--- config.mk ---
export PLATFORM = sky130hd
export DESIGN_NAME = gs_bu_pipe
export DESIGN_NICKNAME = d
export VERILOG_FILES = /design/src/rtl/ntt_pkg.sv /design/src/rtl/gs_mod_reduce.sv /design/src/rtl/gs_bu_pipe.sv
export SDC_FILE = /design/constraint.sdc
export NUM_CORES = 1
export LEC_CHECK = 0
export BUFFER_PORTS_ARGS = -buffer_cell sky130_fd_sc_hd__buf_2
export CAP_MARGIN = 25
export CORE_MARGIN = 4
export CORE_UTILIZATION = 55
export DETAILED_ROUTE_END_ITERATION = 10
export PLACE_DENSITY = 0.84
export SLEW_MARGIN = 20
export SYNTH_ARGS = -nofsm -noshare
export SYNTH_HDL_FRONTEND = slang
export SYNTH_SLANG_ARGS = --single-unit
--- constraint.sdc ---
create_clock -name clk -period 22.6 [get_ports clk]
set_input_delay 3.39 -clock clk [delete_from_list [all_inputs] [get_ports clk]]
set_output_delay 3.39 -clock clk [all_outputs]
set_load 0.02 [all_outputs]
--- src/rtl/ntt_pkg.sv ---
//------------------------------------------------------------------------------
// ntt_pkg -- Shared NTT constants, coefficient types and the modular halving helper
// Revision: 1.0
//------------------------------------------------------------------------------
`default_nettype none

package ntt_pkg;

  localparam int unsigned W         = 16;
  localparam int unsigned Q         = 7681;
  localparam int unsigned QHALF_INV = (Q + 1) / 2;

  // Barrett: valid for any x < 2^BARRETT_K, which covers every product of canonical operands
  localparam int unsigned BARRETT_K = 26;
  localparam int unsigned BARRETT_M = (1 << BARRETT_K) / Q;

  typedef logic [W-1:0]   coeff_t;
  typedef logic [2*W-1:0] prod_t;

  // x * 2^-1 mod Q for canonical x: an odd x is made even by adding Q first
  function automatic coeff_t halve_mod(input coeff_t x);
    logic [W:0] t;
    t = x[0] ? ({1'b0, x} + (W+1)'(Q)) : {1'b0, x};
    return t[W:1];
  endfunction

endpackage

`default_nettype wire

--- src/rtl/gs_mod_reduce.sv ---
//------------------------------------------------------------------------------
// gs_mod_reduce -- Registered Barrett reduction of a 2W-bit product to [0,Q-1]
// Revision: 1.0
//------------------------------------------------------------------------------
`default_nettype none

module gs_mod_reduce
  import ntt_pkg::*;
#(
  parameter bit HALVE = 1'b0
) (
  input  logic   clk,
  input  logic   rst,
  input  logic   en,
  input  prod_t  x,
  output coeff_t y
);

  localparam logic [13:0] BM  = 14'(BARRETT_M);
  localparam logic [31:0] Q32 = 32'(Q);

  logic [45:0] prod;
  logic [45:0] qe;
  logic [31:0] r;
  coeff_t      red;
  coeff_t      y_next;

  assign prod = {14'b0, x} * {32'b0, BM};
  assign qe   = prod >> BARRETT_K;
  // the quotient estimate is at most one low, so a single correction suffices
  assign r    = x - 32'(qe * 46'(Q));
  assign red  = 16'((r >= Q32) ? (r - Q32) : r);

  generate
    if (HALVE) begin : g_halve
      assign y_next = halve_mod(red);
    end else begin : g_plain
      assign y_next = red;
    end
  endgenerate

  always_ff @(posedge clk or posedge rst) begin
    if (rst) begin
      y <= '0;
    end else if (en) begin
      y <= y_next;
    end
  end

endmodule

`default_nettype wire

--- src/rtl/gs_bu_pipe.sv ---
//------------------------------------------------------------------------------
// gs_bu_pipe -- 3-stage Gentleman-Sande butterfly for the inverse NTT with tag passthrough
// Build option: define INTT_HALVE_EN to scale both outputs by 2^-1 mod Q
// Revision: 1.0
//------------------------------------------------------------------------------
`default_nettype none

module gs_bu_pipe
  import ntt_pkg::*;
#(
  parameter int TAG_W = 8
) (
  input  logic             clk,
  input  logic             rst,
  input  logic             in_valid,
  output logic             in_ready,
  input  logic [W-1:0]     a,
  input  logic [W-1:0]     b,
  input  logic [W-1:0]     zeta,
  input  logic [TAG_W-1:0] in_tag,
  output logic             out_valid,
  input  logic             out_ready,
  output logic [W-1:0]     B1,
  output logic [W-1:0]     B2,
  output logic [TAG_W-1:0] out_tag,
  output logic             busy,
  output logic             range_err,
  input  logic             clr_err
);

`ifdef INTT_HALVE_EN
  localparam bit HALVE = 1'b1;
`else
  localparam bit HALVE = 1'b0;
`endif

  localparam logic [W-1:0] QW = W'(Q);

  logic             adv;
  logic [W:0]       sum;
  coeff_t           s_next;
  coeff_t           d_next;
  logic             bad;
  coeff_t           b1_next;

  logic             v1, v2, v3;
  coeff_t           s1, d1, z1, s2;
  prod_t            p2;
  logic [TAG_W-1:0] t1, t2;

  assign adv       = !(v3 && !out_ready);
  assign in_ready  = adv;
  assign out_valid = v3;
  assign busy      = v1 | v2 | v3;

  assign sum    = {1'b0, a} + {1'b0, b};
  assign s_next = (sum >= (W+1)'(Q)) ? W'(sum - (W+1)'(Q)) : sum[W-1:0];
  // adding Q modulo 2^W lands the borrowed difference back in [0,Q-1]
  assign d_next = (a < b) ? (a - b + QW) : (a - b);
  assign bad    = (a >= QW) || (b >= QW) || (zeta >= QW);

  generate
    if (HALVE) begin : g_b1_halve
      assign b1_next = halve_mod(s2);
    end else begin : g_b1_plain
      assign b1_next = s2;
    end
  endgenerate

  always_ff @(posedge clk or posedge rst) begin
    if (rst) begin
      v1        <= 1'b0;
      v2        <= 1'b0;
      v3        <= 1'b0;
      s1        <= '0;
      d1        <= '0;
      z1        <= '0;
      t1        <= '0;
      s2        <= '0;
      p2        <= '0;
      t2        <= '0;
      B1        <= '0;
      out_tag   <= '0;
      range_err <= 1'b0;
    end else begin
      if (adv) begin
        v1      <= in_valid;
        s1      <= s_next;
        d1      <= d_next;
        z1      <= zeta;
        t1      <= in_tag;
        v2      <= v1;
        p2      <= prod_t'(d1) * prod_t'(z1);
        s2      <= s1;
        t2      <= t1;
        v3      <= v2;
        B1      <= b1_next;
        out_tag <= t2;
      end
      // a new out-of-range beat takes priority over a simultaneous clear
      if (in_valid && adv && bad) begin
        range_err <= 1'b1;
      end else if (clr_err) begin
        range_err <= 1'b0;
      end
    end
  end

  gs_mod_reduce #(
    .HALVE (HALVE)
  ) u_reduce (
    .clk (clk),
    .rst (rst),
    .en  (adv),
    .x   (p2),
    .y   (B2)
  );

endmodule

`default_nettype wire
==> results of run 1 <==
-- cell usage in the layout, fill, tap and decap left out, types with 55 or more instances in the layout --
cell     instances
nor2_1         110
ha_1           343
nand2_1        478
xnor2_1         85
and2_1         117
dfrtp_1        156
o21ai_0         88
a21oi_1        126
buf_2          107
nand3_1         55
inv_1          475
fa_1           280
-- critical path, delay by kind of cell, from the launching register on --
kind,cells,cell delay [ns]
AO/OA/AOI/OAI,7,1.76
XOR/XNOR,2,0.63
adder cells (fa/ha/maj),11,4.15
buffers and inverters,5,0.44
flip-flops,1,0.47
multiplexers,1,0.20
AND/OR/NAND/NOR,11,3.25
-- per-stage QoR --
stage,hold slack [ns],cells,cell area [µm²],worst slack [ns]
final,0.466,3542,26300,11.62
after global routing,0.491,3541,26300,10.93
after detailed placement,0.453,3507,25600,11.84
after floorplan,0.439,2906,24700,13.32
after global placement,0.446,3503,25600,11.98
after CTS,0.472,3538,26200,11.79
-- worst paths after layout --
path | start | to | slack (ns)
worst max-delay path | p2[10]$_DFFE_PP0N_ | u_reduce.y[1]$_DFFE_PP0N_ | 11.62
worst min-delay path | out_tag[5]$_DFFE_PP0N_ | out_tag[5]$_DFFE_PP0N_ | 0.47
worst max register to register | p2[10]$_DFFE_PP0N_ | u_reduce.y[1]$_DFFE_PP0N_ | 11.62
worst min register to register | out_tag[5]$_DFFE_PP0N_ | out_tag[5]$_DFFE_PP0N_ | 0.47
max in group asynchronous | rst | d1[7]$_DFFE_PP0N_ | 18.24
min in group asynchronous | rst | u_reduce.y[10]$_DFFE_PP0N_ | 2.97
-- final cells by class --
cell class              instances  area [µm²]  share of cell area
clock buffers                  17         425              0.0162
well taps                     592         741              0.0282
repair buffers                118         651              0.0247
inverters                     478        1800              0.0686
clock inverters                14         149             0.00566
diodes                          1        2.50           0.0000952
flip-flops and latches        156        3900               0.148
multi-input cells            2166       18600               0.708
-- cell usage after synthesis, drive strengths merged (17+ instances only) --
library cell,instances
clkbuf,94
a21o,29
nand3,57
or3,19
ha,343
a21oi,129
xnor2,86
nand2b,18
dfrtp,156
inv,476
nor2,111
a31oi,24
nor3,45
o21bai,17
xor2,39
nand2,478
nor4,27
fa,280
o21ai,105
nand4,25
and2,117
-- kinds of logic (layout without fill, tap and decap cells) --
kind of cell             after synthesis  count (layout)  synth area share
AND/OR/NAND/NOR                      963             963             0.184
adder cells (fa/ha/maj)              624             624             0.401
buffers and inverters                584             627            0.0891
AO/OA/AOI/OAI                        440             440             0.117
flip-flops                           156             156             0.158
XOR/XNOR                             125             125            0.0443
multiplexers                          14              14           0.00613
other                                  0               1                 0
-- metal layers --
| metal | wire [µm] | share of wire |
|---|---|---|
| met5 | 0 | 0 |
| met2 | 30000 | 0.49 |
| met4 | 1510 | 0.025 |
| met1 | 24800 | 0.41 |
| met3 | 4860 | 0.079 |
-- state kept, by name, summed over array words and instances, names as in the netlist, 8 cells and up --
signal	flops
u_reduce.y	16
B1	16
b1_next	16
z1	16
s1	16
t1	8
out_tag	8
p2	32
d1	16
t2	8
==> run_results.csv, run 1 <==
group,metric,value,unit
finish,fill_cells,3773,
setup_path,cp.required,22.98,ns
setup_path,crit_path_end_kind,"flop",
clocking,postCtsSetupBuffers,0,
global_route,top_usage_layer,"met2",
flow_run,maxCapViolations,0,
hold_path,hold_path_depth,2,
setup_path,cp_slowest_stage_delay,0.70,ns
yosys,ys_types,93,
setup_path,worstPathMaxFanout,12,
setup_path,path_class,"reg2reg",
route,vias,20421,
global_route,grt_use_met1,0.332,
yosys,synth_enable_flop_cells,0,
setup_path,cp.arrival,11.36,ns
outcome,status,"complete, no violations",
global_route,gr-usage-all-layers,0.257,
yosys,synth_area_per_cell,8.50,µm²
floorplanning,coreArea,44300,µm²
placement,gp_congestion,0.934,
hold_path,hold_path.class,"reg2reg",
global_route,antenna_found_initial,1,
placement,port_buffers,104,
global_route,grt_pass1_vias,20580,
finish,nNetsFinal,3621,
sta,slew_headroom,0.339,
clocking,cts_tree,"done",
floorplanning,fp.dieH,220,µm
route,route.detailed.drc,0,
route,wire_per_inst,17.3,µm
yosys,yosysWarnings,0,
sta,rsz0062_at_grt,"false",
clocking,clock_latency,0.45,ns
setup_path,critPathMostFrequentCell,"ha_1",
global_route,gr-total-overflow,0,
sta,hold_viol,0,
sta,skew,0.0147,ns
finish,area_delta_synth_final,6.45,%
yosys,synthesis.area,24700,µm²
setup_path,rr_worst_depth,37,
route,finalWirelength,61100,µm
finish,drive_gt1_frac,0.0658,
global_route,grt.met3_usage,0.0478,
floorplanning,fp-row-count,77,
yosys,ys_ff_latch,156,
clocking,cts_max_level,4,
yosys,synth.largest_area_cell,"fa_1",
clocking,clockBufferDepth,2,
global_route,met2_usage,0.439,
yosys,yosys_most_used_dff,"dfrtp_1",
floorplanning,die_x,220,µm
yosys,syn_nets,3590,
yosys,synth_top_area_share,0.227,
floorplanning,ios,105,
sta,worst_slew_pin_slew,0.984,ns
sta,drv_slew,0,
yosys,syn_inst,2906,
sta,fmax,0.0911,GHz
clocking,cts_root_buffer,"clkbuf_16",
clocking,clkSinkCount,156,
floorplanning,fp.dieArea,48400,µm²
clocking,cts_made_buffers,17,
route,vias_per_cell,5.77,
placement,dpl.hpwl,48200,µm
yosys,synthTopCellsByArea,"fa_1 (23%), ha_1 (17%), dfrtp_1 (16%)",
yosys,async_reset_ff_frac,1.00,
sta,period_share,0.486,
setup_path,start_kind,"flop",
clocking,postCtsHoldBufs,0,
route,ant_nets,0,
sta,finalCriticalPeriod,10.98,ns
global_route,grt_max_degree,112,
route,firstDrtPassIters,5,
finish,final_core_util,0.593,
yosys,ys_seq_area_frac,0.158,
floorplanning,start_util,0.557,
setup_path,worst_path_max_delay_cell,"or4_1",
sta,finalSetupTns,0,ns
route,drtIter0Drc,1414,
sta,setup_violations,0,
clocking,post_cts_resized,0,
clocking,clkSlewWorstSetupHoldPaths,0.07,ns
global_route,grt_pass1_wl,101000,µm
Power of run 1 is left out: the tool's default activity adds up to more than one toggle a clock period on the data nets, which glitch-free logic cannot reach.
==> inputs of run 2 (changes only) <==
==> constraint.sdc (replaced) <==
create_clock -name clk -period 10.5 [get_ports clk]
set_input_delay 1.575 -clock clk [delete_from_list [all_inputs] [get_ports clk]]
set_output_delay 1.575 -clock clk [all_outputs]
set_load 0.02 [all_outputs]
==> run 2 against run 1 <==
Effect of this change:
- worst setup slack worse by 11 ns
- via count rose by 0.55%
- die area stayed put
- hold slack better by 0.0067 ns
- fmax is 7.0% higher
- critical path depth down 1
- sequential share of layout area is 0.16 points lower
- wire length rose by 0.74%
- count of clock-buffer cells in the layout is the same
- critical path type unchanged
- largest cell class unchanged
- highest routed layer is now met5
==> run_results.csv, run 2 (synthesized netlist as in run 1, its figures left out) <==
group,metric,value,unit
setup_path,crit_path_end_kind,"flop",
sta,finalCriticalPeriod,10.27,ns
setup_path,worstPathMaxFanout,6,
clocking,postCtsHoldBufs,0,
finish,nNetsFinal,3639,
route,route.detailed.drc,0,
floorplanning,start_util,0.557,
sta,fmax,0.0974,GHz
setup_path,cp.arrival,10.65,ns
clocking,cts_root_buffer,"clkbuf_16",
setup_path,worst_path_max_delay_cell,"or4_1",
global_route,gr-total-overflow,0,
placement,gp_congestion,0.940,
global_route,grt_pass1_vias,20706,
setup_path,cp.required,10.88,ns
clocking,cts_tree,"done",
finish,layout_commonest_cell,"nand2_1",
setup_path,cp_slowest_stage_delay,0.55,ns
floorplanning,fp-row-count,77,
floorplanning,fp.dieH,220,µm
finish,largest_reg_flops,32,
hold_path,hold_path.class,"reg2reg",
finish,final_core_util,0.600,
global_route,antenna_found_initial,2,
clocking,clockBufferDepth,2,
route,firstDrtPassIters,5,
route,ant_nets,0,
clocking,cts_max_level,4,
placement,port_buffers,104,
finish,area_delta_synth_final,7.64,%
route,wire_per_inst,17.3,µm
route,drtIter0Drc,1533,
clocking,clock_latency,0.46,ns
setup_path,path_class,"reg2reg",
clocking,clkSinkCount,156,
finish,layout_common_cells,"nand2_1 (478), inv_1 (474), ha_1 (340)",
global_route,grt_pass1_wl,102000,µm
finish,ff_latch_area,3910,µm²
route,vias,20534,
floorplanning,coreArea,44300,µm²
sta,slew_headroom,0.338,
finish,multi_input_area,18700,µm²
finish,top_register,"p2",
clocking,clkSlewWorstSetupHoldPaths,0.08,ns
setup_path,start_kind,"flop",
sta,period_share,0.978,
placement,dpl.hpwl,48700,µm
global_route,grt_max_degree,109,
floorplanning,ios,105,
global_route,gr-usage-all-layers,0.259,
floorplanning,fp.dieArea,48400,µm²
finish,drive_gt1_frac,0.0778,
route,vias_per_cell,5.77,
clocking,cts_made_buffers,17,
sta,worst_slew_pin_slew,0.992,ns
sta,drv_slew,0,
route,finalWirelength,61600,µm
sta,skew,0.0125,ns
sta,hold_viol,0,
finish,fill_cells,3779,
sta,setup_violations,0,
flow_run,maxCapViolations,0,
outcome,status,"complete, no violations",
floorplanning,die_x,220,µm
run 2: area by class of cell:
type	instances	area share
flip-flops and latches	156	0.147
multi-input cells	2166	0.704
repair buffers	136	0.0294
inverters	478	0.0678
clock inverters	15	0.00795
well taps	592	0.0279
clock buffers	17	0.0160
diodes	1	0.0000941
run 2: repair_timing:
| item | in CTS | in global routing |
|---|---|---|
| endpoints found under the setup margin | 0 | 16 |
| gates resized for setup | 0 | 24 |
| buffers inserted | 0 | 5 |
run 2: worst paths after layout:
check | start | endpoint | slack [ns] | depth (start not counted)
worst min register to register | t1[6]$_DFFE_PP0N_ | t1[6]$_DFFE_PP0N_ | 0.47 | 2
max in group asynchronous | rst | p2[9]$_DFFE_PP0N_ | 7.99 | 3
worst max-delay path | p2[4]$_DFFE_PP0N_ | u_reduce.y[1]$_DFFE_PP0N_ | 0.23 | 36
worst min-delay path | t1[6]$_DFFE_PP0N_ | t1[6]$_DFFE_PP0N_ | 0.47 | 2
worst max register to register | p2[4]$_DFFE_PP0N_ | u_reduce.y[1]$_DFFE_PP0N_ | 0.23 | 36
min in group asynchronous | rst | u_reduce.y[2]$_DFFE_PP0N_ | 1.22 | 2
run 2: worst max-delay path: cells and delay by family, from the launching register on:
kind / cells / cell delay [ns]
compound gates: 9 / 1.76
xor+xnor: 1 / 0.24
fa+ha+maj: 11 / 4.38
buf+inv: 5 / 0.46
flops: 1 / 0.46
mux: 1 / 0.19
simple gates: 9 / 2.68
run 2: routing by layer:
| metal | routed length [µm] | vias to the layer above | GRT usage |
|---|---|---|---|
| li1 | - | 9586 | - |
| met1 | 24700 | 10020 | 0.332 |
| met2 | 30400 | 796 | 0.443 |
| met3 | 4810 | 130 | 0.0543 |
| met4 | 1640 | 2 | 0.0798 |
| met5 | 13 | - | 0 |
run 2: metrics by stage:
stage,TNS [ns],hold slack (ns),worst slack [ns],std cells,area [µm²]
floorplan,0,0.439,1.22,2906,24700
global placement,0,0.445,0.186,3518,25700
detailed placement,0,0.453,0.0666,3521,25800
CTS,0,0.471,0.0101,3553,26400
global route,-2.09,0.484,-0.207,3561,26600
finish,0,0.472,0.233,3561,26600
Power of run 2 is left out for the same reason.
==> inputs of run 3 (changes only) <==
--- a/config.mk
+++ b/config.mk
@@ -11,6 +11,7 @@
 export CORE_UTILIZATION = 55
 export DETAILED_ROUTE_END_ITERATION = 10
 export PLACE_DENSITY = 0.84
+export REMOVE_ABC_BUFFERS = 1
 export SLEW_MARGIN = 20
 export SYNTH_ARGS = -nofsm -noshare
 export SYNTH_HDL_FRONTEND = slang
==> run 3 against run 2 <==
Effect of this change:
- wire length is 9.0% lower
- largest cell class unchanged
- hold slack lost 0.013 ns
- via count fell by 3.2%
- count of clock-buffer cells in the layout is the same
- worst setup slack better by 0.12 ns
- register-to-register slack better by 0.12 ns
- non-clock buffer count fell by 11
- critical path depth fell by 1
- clock skew grew 0.0074 ns
==> run_results.csv, run 3 (synthesized netlist as in run 1, its figures left out) <==
group,metric,value,unit
floorplanning,die_x,220,µm
floorplanning,ios,105,
global_route,antenna_found_initial,0,
sta,fmax,0.0986,GHz
sta,drv_slew,0,
clocking,clock_latency,0.48,ns
clocking,clkSinkCount,156,
setup_path,path_class,"reg2reg",
floorplanning,coreArea,44300,µm²
placement,place_inst,3513,
floorplanning,start_util,0.557,
global_route,gr-usage-all-layers,0.241,
setup_path,critPathMostFrequentCell,"ha_1",
placement,port_buffers,104,
finish,multi_input_area,18700,µm²
route,route.detailed.drc,0,
sta,hold_viol,0,
route,firstDrtPassIters,5,
route,drtIter0Drc,1319,
finish,nNetsFinal,3628,
flow_run,maxCapViolations,0,
hold_path,hold_path.class,"reg2reg",
setup_path,worst_path_max_delay_cell,"or4_1",
route,ant_nets,0,
setup_path,cp_slowest_stage_delay,0.57,ns
floorplanning,fp-row-count,77,
sta,period_share,0.966,
finish,area_delta_synth_final,7.05,%
setup_path,worstPathMaxFanout,6,
finish,drive_gt1_frac,0.0724,
finish,ff_latch_area,3900,µm²
placement,gp_congestion,0.910,
global_route,grt_max_degree,184,
clocking,clkSlewWorstSetupHoldPaths,0.07,ns
finish,layout_common_cells,"nand2_1 (478), inv_1 (474), ha_1 (342)",
sta,worst_slew_pin_slew,1.02,ns
route,vias,19883,
route,vias_per_cell,5.60,
setup_path,start_kind,"flop",
outcome,status,"complete, no violations",
clocking,clockBufferDepth,2,
global_route,grt_pass1_vias,20091,
global_route,gr-total-overflow,0,
finish,fill_cells,3796,
floorplanning,fp.dieArea,48400,µm²
clocking,cts_max_level,4,
finish,layout_commonest_cell,"nand2_1",
setup_path,cp.required,10.89,ns
sta,finalCriticalPeriod,10.14,ns
sta,setup_violations,0,
global_route,grt_pass1_wl,96100,µm
clocking,cts_root_buffer,"clkbuf_16",
route,wire_per_inst,15.8,µm
setup_path,crit_path_end_kind,"flop",
finish,largest_reg_flops,32,
finish,antenna_cells,0,
sta,slew_headroom,0.313,
finish,top_register,"p2",
sta,finalSetupTns,0,ns
finish,fin_cells,3549,
route,finalWirelength,56000,µm
clocking,cts_tree,"done",
placement,dpl.hpwl,44800,µm
sta,skew,0.0198,ns
floorplanning,fp.dieH,220,µm
clocking,cts_made_buffers,17,
setup_path,cp.arrival,10.53,ns
run 3: changes by cell type in the layout (fill, tap and decap cells not counted), moves of 2 or more:
cell / delta
dfrtp_1: +2
bufinv_16: +2
ha_1: +2
a21oi_2: -2
dfrtp_2: -2
clkinvlp_4: +2
buf_4: -10
inv_6: +2
a21oi_1: +2
inv_12: -2
clkinv_8: -8
run 3: final timing paths:
check | startpoint | end | slack, ns | cells after the start
setup / recovery | p2[10]$_DFFE_PP0N_ | u_reduce.y[1]$_DFFE_PP0N_ | 0.36 | 35
hold / removal | out_tag[7]$_DFFE_PP0N_ | out_tag[7]$_DFFE_PP0N_ | 0.46 | 2
setup reg to reg | p2[10]$_DFFE_PP0N_ | u_reduce.y[1]$_DFFE_PP0N_ | 0.36 | 35
hold reg to reg | out_tag[7]$_DFFE_PP0N_ | out_tag[7]$_DFFE_PP0N_ | 0.46 | 2
max in group asynchronous | rst | d1[14]$_DFFE_PP0N_ | 7.96 | 4
min in group asynchronous | rst | B1[2]$_DFFE_PP0N_ | 1.12 | 2
run 3: critical path: cells and delay by family (launching register included):
family / cells / cell delay (ns)
adders and majority gates: 11 / 4.34
and+or+nand+nor: 9 / 2.75
AOI/OAI and AO/OA: 9 / 1.77
DFF: 1 / 0.47
buffers and inverters: 4 / 0.28
xor gates and xnor gates: 1 / 0.25
muxes: 1 / 0.19
run 3: repair_timing:
| item | CTS | global route |
|---|---|---|
| setup buffers | 0 | 2 |
| endpoints found under the setup margin | 0 | 16 |
| gates resized for setup | 0 | 17 |
| hold buffers | 0 | 0 |
run 3: final cells by class:
class,count,share of cell area
clock buffer,17,0.0161
clock inverter,15,0.00662
inverter,478,0.0681
multi-input combinational,2166,0.707
sequential,156,0.148
tap,592,0.0280
timing repair buffer,125,0.0269
run 3: through the flow:
step	hold slack (ns)	instance area, µm²	utilization	setup WS [ns]
after global routing	0.493	26400	0.597	-0.0480
after global placement	0.444	25700	0.580	0.149
after CTS	0.464	26300	0.594	0.0754
after floorplan	0.439	24300	-	-3.94
after detailed placement	0.450	25700	0.580	0.119
final	0.459	26400	0.597	0.358
run 3: layer usage:
layer | track usage | part of all wire | vias to the layer above
met1 | 0.313 | 0.43 | 9566
met5 | 0 | 0 | -
met3 | 0.0407 | 0.059 | 105
met2 | 0.417 | 0.49 | 644
li1 | - | - | 9568
met4 | 0.0720 | 0.023 | 0
Power of run 3 is left out for the same reason.
